## src/rtl/rmii_rx_deframer_pkg.sv

```systemverilog
// Shared constants, state encoding and helpers for the RMII receive deframer.
package rmii_rx_deframer_pkg;

  localparam logic [1:0]  PREAMBLE_DIBIT = 2'b01;
  localparam logic [1:0]  SFD_DIBIT      = 2'b11;
  localparam logic [31:0] CRC32_POLY     = 32'h04C11DB7;
  // Register value left by the reflected (shift-right) engine after a frame plus its good FCS
  localparam logic [31:0] CRC32_RESIDUE  = 32'hDEBB20E3;
  localparam int          LEN_W          = 11;

  typedef enum logic [1:0] {IDLE, PREAMBLE, DATA, DROP} state_t;

  function automatic logic [31:0] bitrev32(input logic [31:0] v);
    logic [31:0] r;
    for (int i = 0; i < 32; i++) r[i] = v[31-i];
    return r;
  endfunction

endpackage

```

## src/rtl/rmii_rx_deframer_if.sv

```systemverilog
// PHY-side RMII receive pins and MAC-side byte stream of the deframer.
interface rmii_rx_deframer_if;
  import rmii_rx_deframer_pkg::*;

  logic             rmii_crs_dv;
  logic             rmii_rx_err;
  logic [1:0]       rmii_rxd;
  logic [7:0]       rx_data;
  logic             rx_valid;
  logic             rx_sof;
  logic             rx_eof;
  logic             rx_crc_ok;
  logic             rx_err;
  logic [LEN_W-1:0] rx_len;

  modport master (
    input  rmii_crs_dv, rmii_rx_err, rmii_rxd,
    output rx_data, rx_valid, rx_sof, rx_eof, rx_crc_ok, rx_err, rx_len
  );

  modport slave (
    output rmii_crs_dv, rmii_rx_err, rmii_rxd,
    input  rx_data, rx_valid, rx_sof, rx_eof, rx_crc_ok, rx_err, rx_len
  );

endinterface

```

## src/rtl/rmii_rx_deframer_crc32_d8.sv

```systemverilog
// Combinational CRC-32 step over one byte, LSB first (reflected Ethernet form).
module rmii_rx_deframer_crc32_d8
  import rmii_rx_deframer_pkg::*;
(
  input  logic [31:0] i_crc,
  input  logic [7:0]  i_data,
  output logic [31:0] o_crc
);

  localparam logic [31:0] POLY_R = bitrev32(CRC32_POLY);

  always_comb begin
    o_crc = i_crc;
    for (int i = 0; i < 8; i++)
      o_crc = (o_crc[0] ^ i_data[i]) ? ((o_crc >> 1) ^ POLY_R) : (o_crc >> 1);
  end

endmodule

```

## src/rtl/rmii_rx_deframer.sv

```systemverilog
// RMII PHY receive front end: preamble/SFD hunt, dibit-to-byte packing, EOF status.
module rmii_rx_deframer
  import rmii_rx_deframer_pkg::*;
#(
  parameter int MIN_FRAME = 64,
  parameter int MAX_FRAME = 1522,
  parameter int PRE_MIN   = 4
)(
  input  logic               clk_50_mhz,
  input  logic               rst_n,
  rmii_rx_deframer_if.master bus
);

  localparam logic [LEN_W-1:0] L_MIN = LEN_W'(MIN_FRAME);
  localparam logic [LEN_W-1:0] L_MAX = LEN_W'(MAX_FRAME);
  localparam logic [4:0]       L_PRE = 5'(PRE_MIN);

  state_t           r_state;
  logic             r_crs_dv, r_rx_er;
  logic [1:0]       r_rxd;
  logic             r_c1;
  logic [1:0]       r_d1;
  logic             r_idle_seen;
  logic [4:0]       r_pre_cnt;
  logic             r_prime;
  logic [1:0]       r_dib_idx;
  logic [5:0]       r_sh;
  logic [LEN_W-1:0] r_len;
  logic [31:0]      r_crc;
  logic             r_err;

  logic [7:0]       r_rx_data;
  logic             r_rx_valid, r_rx_sof, r_rx_eof, r_rx_crc_ok, r_rx_err;
  logic [LEN_W-1:0] r_rx_len;

  logic [7:0]       w_byte;
  logic [31:0]      w_crc_nxt;
  logic [LEN_W-1:0] w_len_inc;

  assign w_byte    = {r_d1, r_sh};
  assign w_len_inc = (&r_len) ? r_len : r_len + 1'b1;

  rmii_rx_deframer_crc32_d8 u_crc (
    .i_crc  (r_crc),
    .i_data (w_byte),
    .o_crc  (w_crc_nxt)
  );

  // DATA consumes the previous cycle's dibit (r_d1) so that a first low CRS_DV
  // sample can still be discarded once a second low confirms end of frame.
  always_ff @(posedge clk_50_mhz or negedge rst_n) begin
    if (!rst_n) begin
      r_state     <= IDLE;
      // carrier assumed present until a real low is sampled after reset
      r_crs_dv    <= 1'b1;
      r_rx_er     <= 1'b0;
      r_rxd       <= '0;
      r_c1        <= 1'b1;
      r_d1        <= '0;
      r_idle_seen <= 1'b0;
      r_pre_cnt   <= '0;
      r_prime     <= 1'b0;
      r_dib_idx   <= '0;
      r_sh        <= '0;
      r_len       <= '0;
      r_crc       <= '1;
      r_err       <= 1'b0;
      r_rx_data   <= '0;
      r_rx_valid  <= 1'b0;
      r_rx_sof    <= 1'b0;
      r_rx_eof    <= 1'b0;
      r_rx_crc_ok <= 1'b0;
      r_rx_err    <= 1'b0;
      r_rx_len    <= '0;
    end else begin
      r_crs_dv   <= bus.rmii_crs_dv;
      r_rx_er    <= bus.rmii_rx_err;
      r_rxd      <= bus.rmii_rxd;
      r_c1       <= r_crs_dv;
      r_d1       <= r_rxd;
      r_rx_valid <= 1'b0;
      r_rx_sof   <= 1'b0;
      r_rx_eof   <= 1'b0;
      if (!r_crs_dv) r_idle_seen <= 1'b1;

      case (r_state)
        IDLE: begin
          if (r_crs_dv && r_idle_seen) begin
            r_state   <= PREAMBLE;
            r_pre_cnt <= '0;
          end
        end

        PREAMBLE: begin
          if (!r_crs_dv) begin
            r_state <= IDLE;
          end else begin
            case (r_rxd)
              2'b00: ;
              PREAMBLE_DIBIT: if (!(&r_pre_cnt)) r_pre_cnt <= r_pre_cnt + 1'b1;
              SFD_DIBIT: begin
                if (r_pre_cnt >= L_PRE) begin
                  r_state   <= DATA;
                  r_prime   <= 1'b1;
                  r_dib_idx <= '0;
                  r_len     <= '0;
                  r_crc     <= '1;
                  r_err     <= 1'b0;
                end else begin
                  r_state <= DROP;
                end
              end
              default: r_state <= DROP;
            endcase
          end
        end

        DATA: begin
          if (r_rx_er) r_err <= 1'b1;
          if (r_prime) begin
            r_prime <= 1'b0;
          end else if (!r_crs_dv && !r_c1) begin
            r_rx_eof    <= 1'b1;
            r_rx_crc_ok <= (r_crc == CRC32_RESIDUE);
            r_rx_len    <= r_len;
            r_rx_err    <= r_err | r_rx_er | (r_dib_idx != 2'd0) |
                           (r_len < L_MIN) | (r_len > L_MAX);
            r_state     <= IDLE;
          end else begin
            r_dib_idx <= r_dib_idx + 1'b1;
            if (r_dib_idx == 2'd3) begin
              r_crc <= w_crc_nxt;
              r_len <= w_len_inc;
              if (r_len < L_MAX) begin
                r_rx_valid <= 1'b1;
                r_rx_data  <= w_byte;
                r_rx_sof   <= (r_len == '0);
              end else begin
                r_err <= 1'b1;
              end
            end else begin
              r_sh <= {r_d1, r_sh[5:2]};
            end
          end
        end

        DROP: begin
          if (!r_crs_dv && !r_c1) r_state <= IDLE;
        end

        default: r_state <= IDLE;
      endcase
    end
  end

  assign bus.rx_data   = r_rx_data;
  assign bus.rx_valid  = r_rx_valid;
  assign bus.rx_sof    = r_rx_sof;
  assign bus.rx_eof    = r_rx_eof;
  assign bus.rx_crc_ok = r_rx_crc_ok;
  assign bus.rx_err    = r_rx_err;
  assign bus.rx_len    = r_rx_len;

endmodule
```

## src/flat_wrapper.sv

```systemverilog
// flat-port wrapper written by rule: the top's interface ports become plain ports
module rmii_rx_deframer_flat import rmii_rx_deframer_pkg::*;
#(
  parameter int MIN_FRAME = 64,
  parameter int MAX_FRAME = 1522,
  parameter int PRE_MIN   = 4
)
  (clk_50_mhz, rst_n, bus_rmii_crs_dv, bus_rmii_rx_err, bus_rmii_rxd, bus_rx_data, bus_rx_valid, bus_rx_sof, bus_rx_eof, bus_rx_crc_ok, bus_rx_err, bus_rx_len);
  rmii_rx_deframer_if bus_i ();
  input  logic clk_50_mhz;
  input  logic rst_n;
  input wire logic [$bits(bus_i.rmii_crs_dv)-1:0] bus_rmii_crs_dv;
  input wire logic [$bits(bus_i.rmii_rx_err)-1:0] bus_rmii_rx_err;
  input wire logic [$bits(bus_i.rmii_rxd)-1:0] bus_rmii_rxd;
  output wire logic [$bits(bus_i.rx_data)-1:0] bus_rx_data;
  output wire logic [$bits(bus_i.rx_valid)-1:0] bus_rx_valid;
  output wire logic [$bits(bus_i.rx_sof)-1:0] bus_rx_sof;
  output wire logic [$bits(bus_i.rx_eof)-1:0] bus_rx_eof;
  output wire logic [$bits(bus_i.rx_crc_ok)-1:0] bus_rx_crc_ok;
  output wire logic [$bits(bus_i.rx_err)-1:0] bus_rx_err;
  output wire logic [$bits(bus_i.rx_len)-1:0] bus_rx_len;
  assign bus_i.rmii_crs_dv = bus_rmii_crs_dv;
  assign bus_i.rmii_rx_err = bus_rmii_rx_err;
  assign bus_i.rmii_rxd = bus_rmii_rxd;
  assign bus_rx_data = bus_i.rx_data;
  assign bus_rx_valid = bus_i.rx_valid;
  assign bus_rx_sof = bus_i.rx_sof;
  assign bus_rx_eof = bus_i.rx_eof;
  assign bus_rx_crc_ok = bus_i.rx_crc_ok;
  assign bus_rx_err = bus_i.rx_err;
  assign bus_rx_len = bus_i.rx_len;
  rmii_rx_deframer #(.MIN_FRAME(MIN_FRAME), .MAX_FRAME(MAX_FRAME), .PRE_MIN(PRE_MIN)) u_core (.clk_50_mhz(clk_50_mhz), .rst_n(rst_n), .bus(bus_i));
endmodule
```

## config.mk

```make
export PLATFORM = sky130hd
export DESIGN_NAME = rmii_rx_deframer_flat
export DESIGN_NICKNAME = d
export VERILOG_FILES = /design/src/rtl/rmii_rx_deframer_pkg.sv /design/src/rtl/rmii_rx_deframer_if.sv /design/src/rtl/rmii_rx_deframer_crc32_d8.sv /design/src/rtl/rmii_rx_deframer.sv /design/src/flat_wrapper.sv
export SDC_FILE = /design/constraint.sdc
export NUM_CORES = 1
export LEC_CHECK = 0
export ABC_AREA = 1
export CAP_MARGIN = 40
export CORE_AREA = 2 2 103 115
export DETAILED_ROUTE_END_ITERATION = 12
export DIE_AREA = 0 0 105 117
export PLACE_DENSITY = 0.66
export SLEW_MARGIN = 20
export SYNTH_ARGS = -nofsm -noshare
export SYNTH_HDL_FRONTEND = slang
export SYNTH_SLANG_ARGS = --single-unit
```

## constraint.sdc

```tcl
create_clock -name clk_50_mhz -period 2.4 [get_ports clk_50_mhz]
set_input_delay 0.48 -clock clk_50_mhz [delete_from_list [all_inputs] [get_ports clk_50_mhz]]
set_output_delay 0.48 -clock clk_50_mhz [all_outputs]
set_load 0.005 [all_outputs]
```

==> flow_metrics.env <==
export IMPL_cts_resized=0
export IMPL_drtPass1Iterations=5
export IMPL_max_vdd_ir_drop_v=0.000620
export IMPL_start_kind="flip-flop"
export IMPL_synthCells=694
export IMPL_finalWeightedCongestion=0.934
export IMPL_drtIter0Drc=233
export IMPL_mostFrequentLayoutCells="223 x nand2_1, 72 x inv_1, 58 x dfrtp_1"
export IMPL_drv_cap=0
export IMPL_dieArea_um2=12300
export IMPL_synth_seq_cells=92
export IMPL_rsz0062_at_grt="no"
export IMPL_num_rows=41
export IMPL_drc=0
export IMPL_syn_area_um2=5460
export IMPL_avgRoutedWirePerCell_um=15.1
export IMPL_critPathMaxFanout=20
export IMPL_drive_above_1_share=0.180
export IMPL_fin_area_um2=6180
export IMPL_skew_ns=0.00726
export IMPL_hold_slack_ns=0.136
export IMPL_r2r_cells=8
export IMPL_crit_path_end_kind="flip-flop"
export IMPL_drt_vias_per_instance=5.22
export IMPL_setup_tns_ns=0
export IMPL_tightest_slew_ns=0.607
export IMPL_final_common_cell="nand2_1"
export IMPL_cts_root_buf="clkbuf_16"
export IMPL_insertion_delay_ns=0.36
export IMPL_antenna_found_initial=0
export IMPL_drtAntennaViolNets=0
export IMPL_timing_final_crit_period_ns=2.14
export IMPL_grt_overflow_total=0
export IMPL_nets=745
export IMPL_status="finished clean"
export IMPL_max_freq_ghz=0.468
export IMPL_num_io_pins=30
export IMPL_io_buffer_count=29
export IMPL_dieWidth_um=105
export IMPL_postCtsSetupBuffers=0
export IMPL_die_y_um=117
export IMPL_async_reset_ff_frac=1.00
export IMPL_yosysWarnings=0
export IMPL_drt_total_wl_mm=13.4
export IMPL_grt_pass1_vias=4560
export IMPL_postCtsHoldBufs=0
export IMPL_core_area_um2=11200
export IMPL_seq_area_frac_synth=0.430
export IMPL_area_growth_pct=13.3
export IMPL_clock_sinks=92
export IMPL_power_density_nw_per_um2=1410
export IMPL_grt_max_degree=47
export IMPL_vias=4612
export IMPL_start_util=0.488
export IMPL_placed_cell_area_um2=5900
export IMPL_regToRegEndpoint="u_core.r_len[5]"
export IMPL_dp_hpwl_mm=9.85
export IMPL_r2r_setup_slack_ns=0.26
export IMPL_path_class="reg2reg"
export IMPL_cts_clk_slew_worst_paths_ns=0.07
export IMPL_clock_path_buffers=2
export IMPL_syn_nets=711
export IMPL_finalMaxSlewViolations=0
export IMPL_reg2reg_from="u_core.r_state[1]"
export IMPL_htreeDepth=3
export IMPL_synthFlopType="dfrtp_1"
export IMPL_cp_required_ns=2.64
export IMPL_cts_buffers=9
export IMPL_min_path_type="in2async"
export IMPL_slew_headroom=0.595
export IMPL_cp_data_arrival_time_ns=2.38
export IMPL_grt_first_pass_wirelength_mm=22.7
export IMPL_p_leak_nw=2.93
export IMPL_cts_tree="yes"
export IMPL_syn_area_per_cell_um2=7.86
export IMPL_finalHoldViolCount=0
export IMPL_synth_distinct_cells=44
export IMPL_antennaDiodeCount=0
export IMPL_setup_violations=0
export IMPL_grtUsageTotal=0.236
export IMPL_fin_crit_sh=0.890
export IMPL_synth_edff_count=0
registers in the layout, indices dropped and copies added (netlist names), 2 cells and up:
name,flops
u_core.r_rxd,2
u_core.r_pre_cnt,5
u_core.bus.rx_len,11
u_core.r_sh,6
u_core.bus.rx_data,8
u_core.r_len,11
u_core.r_dib_idx,2
u_core.r_state,2
u_core.r_crc,32
u_core.r_d1,2
logic make-up after synthesis:
kind of cell    Yosys count  synth area share
xor+xnor                 28            0.0463
simple gates            371             0.308
buf+inv                 103            0.0823
fa+ha+maj                11            0.0252
compound gates           89             0.108
flops                    92             0.430
layer usage:
metal | vias to the layer above | wire length [um] | GRT usage
met1 | 2157 | 5820 | 0.297
met5 | - | 0 | 0
met2 | 119 | 6480 | 0.401
li1 | 2302 | - | -
met4 | 0 | 420 | 0.0969
met3 | 34 | 639 | 0.0482
power breakdown:
group / switching (W) / internal [W]
clock network: 0.000615 / 0.000760
logic: 0.00330 / 0.00156
registers: 0.000375 / 0.00212
total: 0.00429 / 0.00444
how the worst max path moves through the flow:
stage	cells past startpoint	end	from	slack, ns
floorplan	11	u_core.r_crc[10]	u_core.r_state[0]	0.72
global placement	8	u_core.r_len[5]	u_core.r_state[1]	0.38
detailed placement	8	u_core.r_len[6]	u_core.r_state[1]	0.29
CTS	8	u_core.r_len[6]	u_core.r_state[1]	0.25
global route	8	u_core.r_len[5]	u_core.r_state[1]	0.08
finish	8	u_core.r_len[5]	u_core.r_state[1]	0.26
per-stage QoR:
| stage | worst slack [ns] | std cells | total power, W | util |
|---|---|---|---|---|
| after CTS | 0.246 | 883 | 0.00869 | 0.553 |
| after global routing | 0.0834 | 883 | 0.00946 | 0.553 |
| final | 0.264 | 883 | 0.00872 | 0.553 |
| after global placement | 0.382 | 867 | 0.00718 | 0.527 |
| after detailed placement | 0.288 | 867 | 0.00727 | 0.527 |
| after floorplan | 0.719 | 694 | 0.00614 | - |
cells in the mapped netlist, types with 2 or more instances:
cell type,number,area share
nand2_1,223,0.15
inv_1,72,0.050
dfrtp_1,58,0.27
nand3_1,51,0.047
nor2_1,35,0.024
dfstp_2,34,0.16
o21ai_0,31,0.028
xor2_1,22,0.035
o21ai_1,16,0.015
a21oi_1,15,0.014
inv_2,15,0.010
nand2_2,14,0.016
ha_1,11,0.025
nor3_1,11,0.010
a22oi_2,8,0.018
nand4_1,8,0.0092
o21ai_2,7,0.011
nand3_2,5,0.0092
nand4_2,5,0.011
nor2_2,5,0.0057
xnor2_1,5,0.0080
buf_4,4,0.0055
buf_6,4,0.0083
o22ai_1,4,0.0046
buf_2,3,0.0028
clkbuf_1,3,0.0021
nand2_4,3,0.0062
nor4_1,3,0.0034
a32oi_2,2,0.0060
nor2_4,2,0.0041
or2_1,2,0.0023
area by class of cell:
cell class,instances,area [um^2]
Fill cell,1081,5000
Multi-Input combinational cell,499,2660
Sequential cell,92,2340
Timing Repair Buffer,38,368
Inverter,88,333
Clock buffer,11,253
Tap cell,150,188
Clock inverter,5,35.0
critical path, cell delays in order, from the launching register on:
cell	delay, ns
dfrtp_1	0.41
inv_1	0.09
ha_1	0.39
o21ai_1	0.18
nor2_4	0.20
nand3_2	0.10
nand2_2	0.38
buf_4	0.21
o21ai_2	0.05
Note: power is estimated with default switching activity, not from simulation.
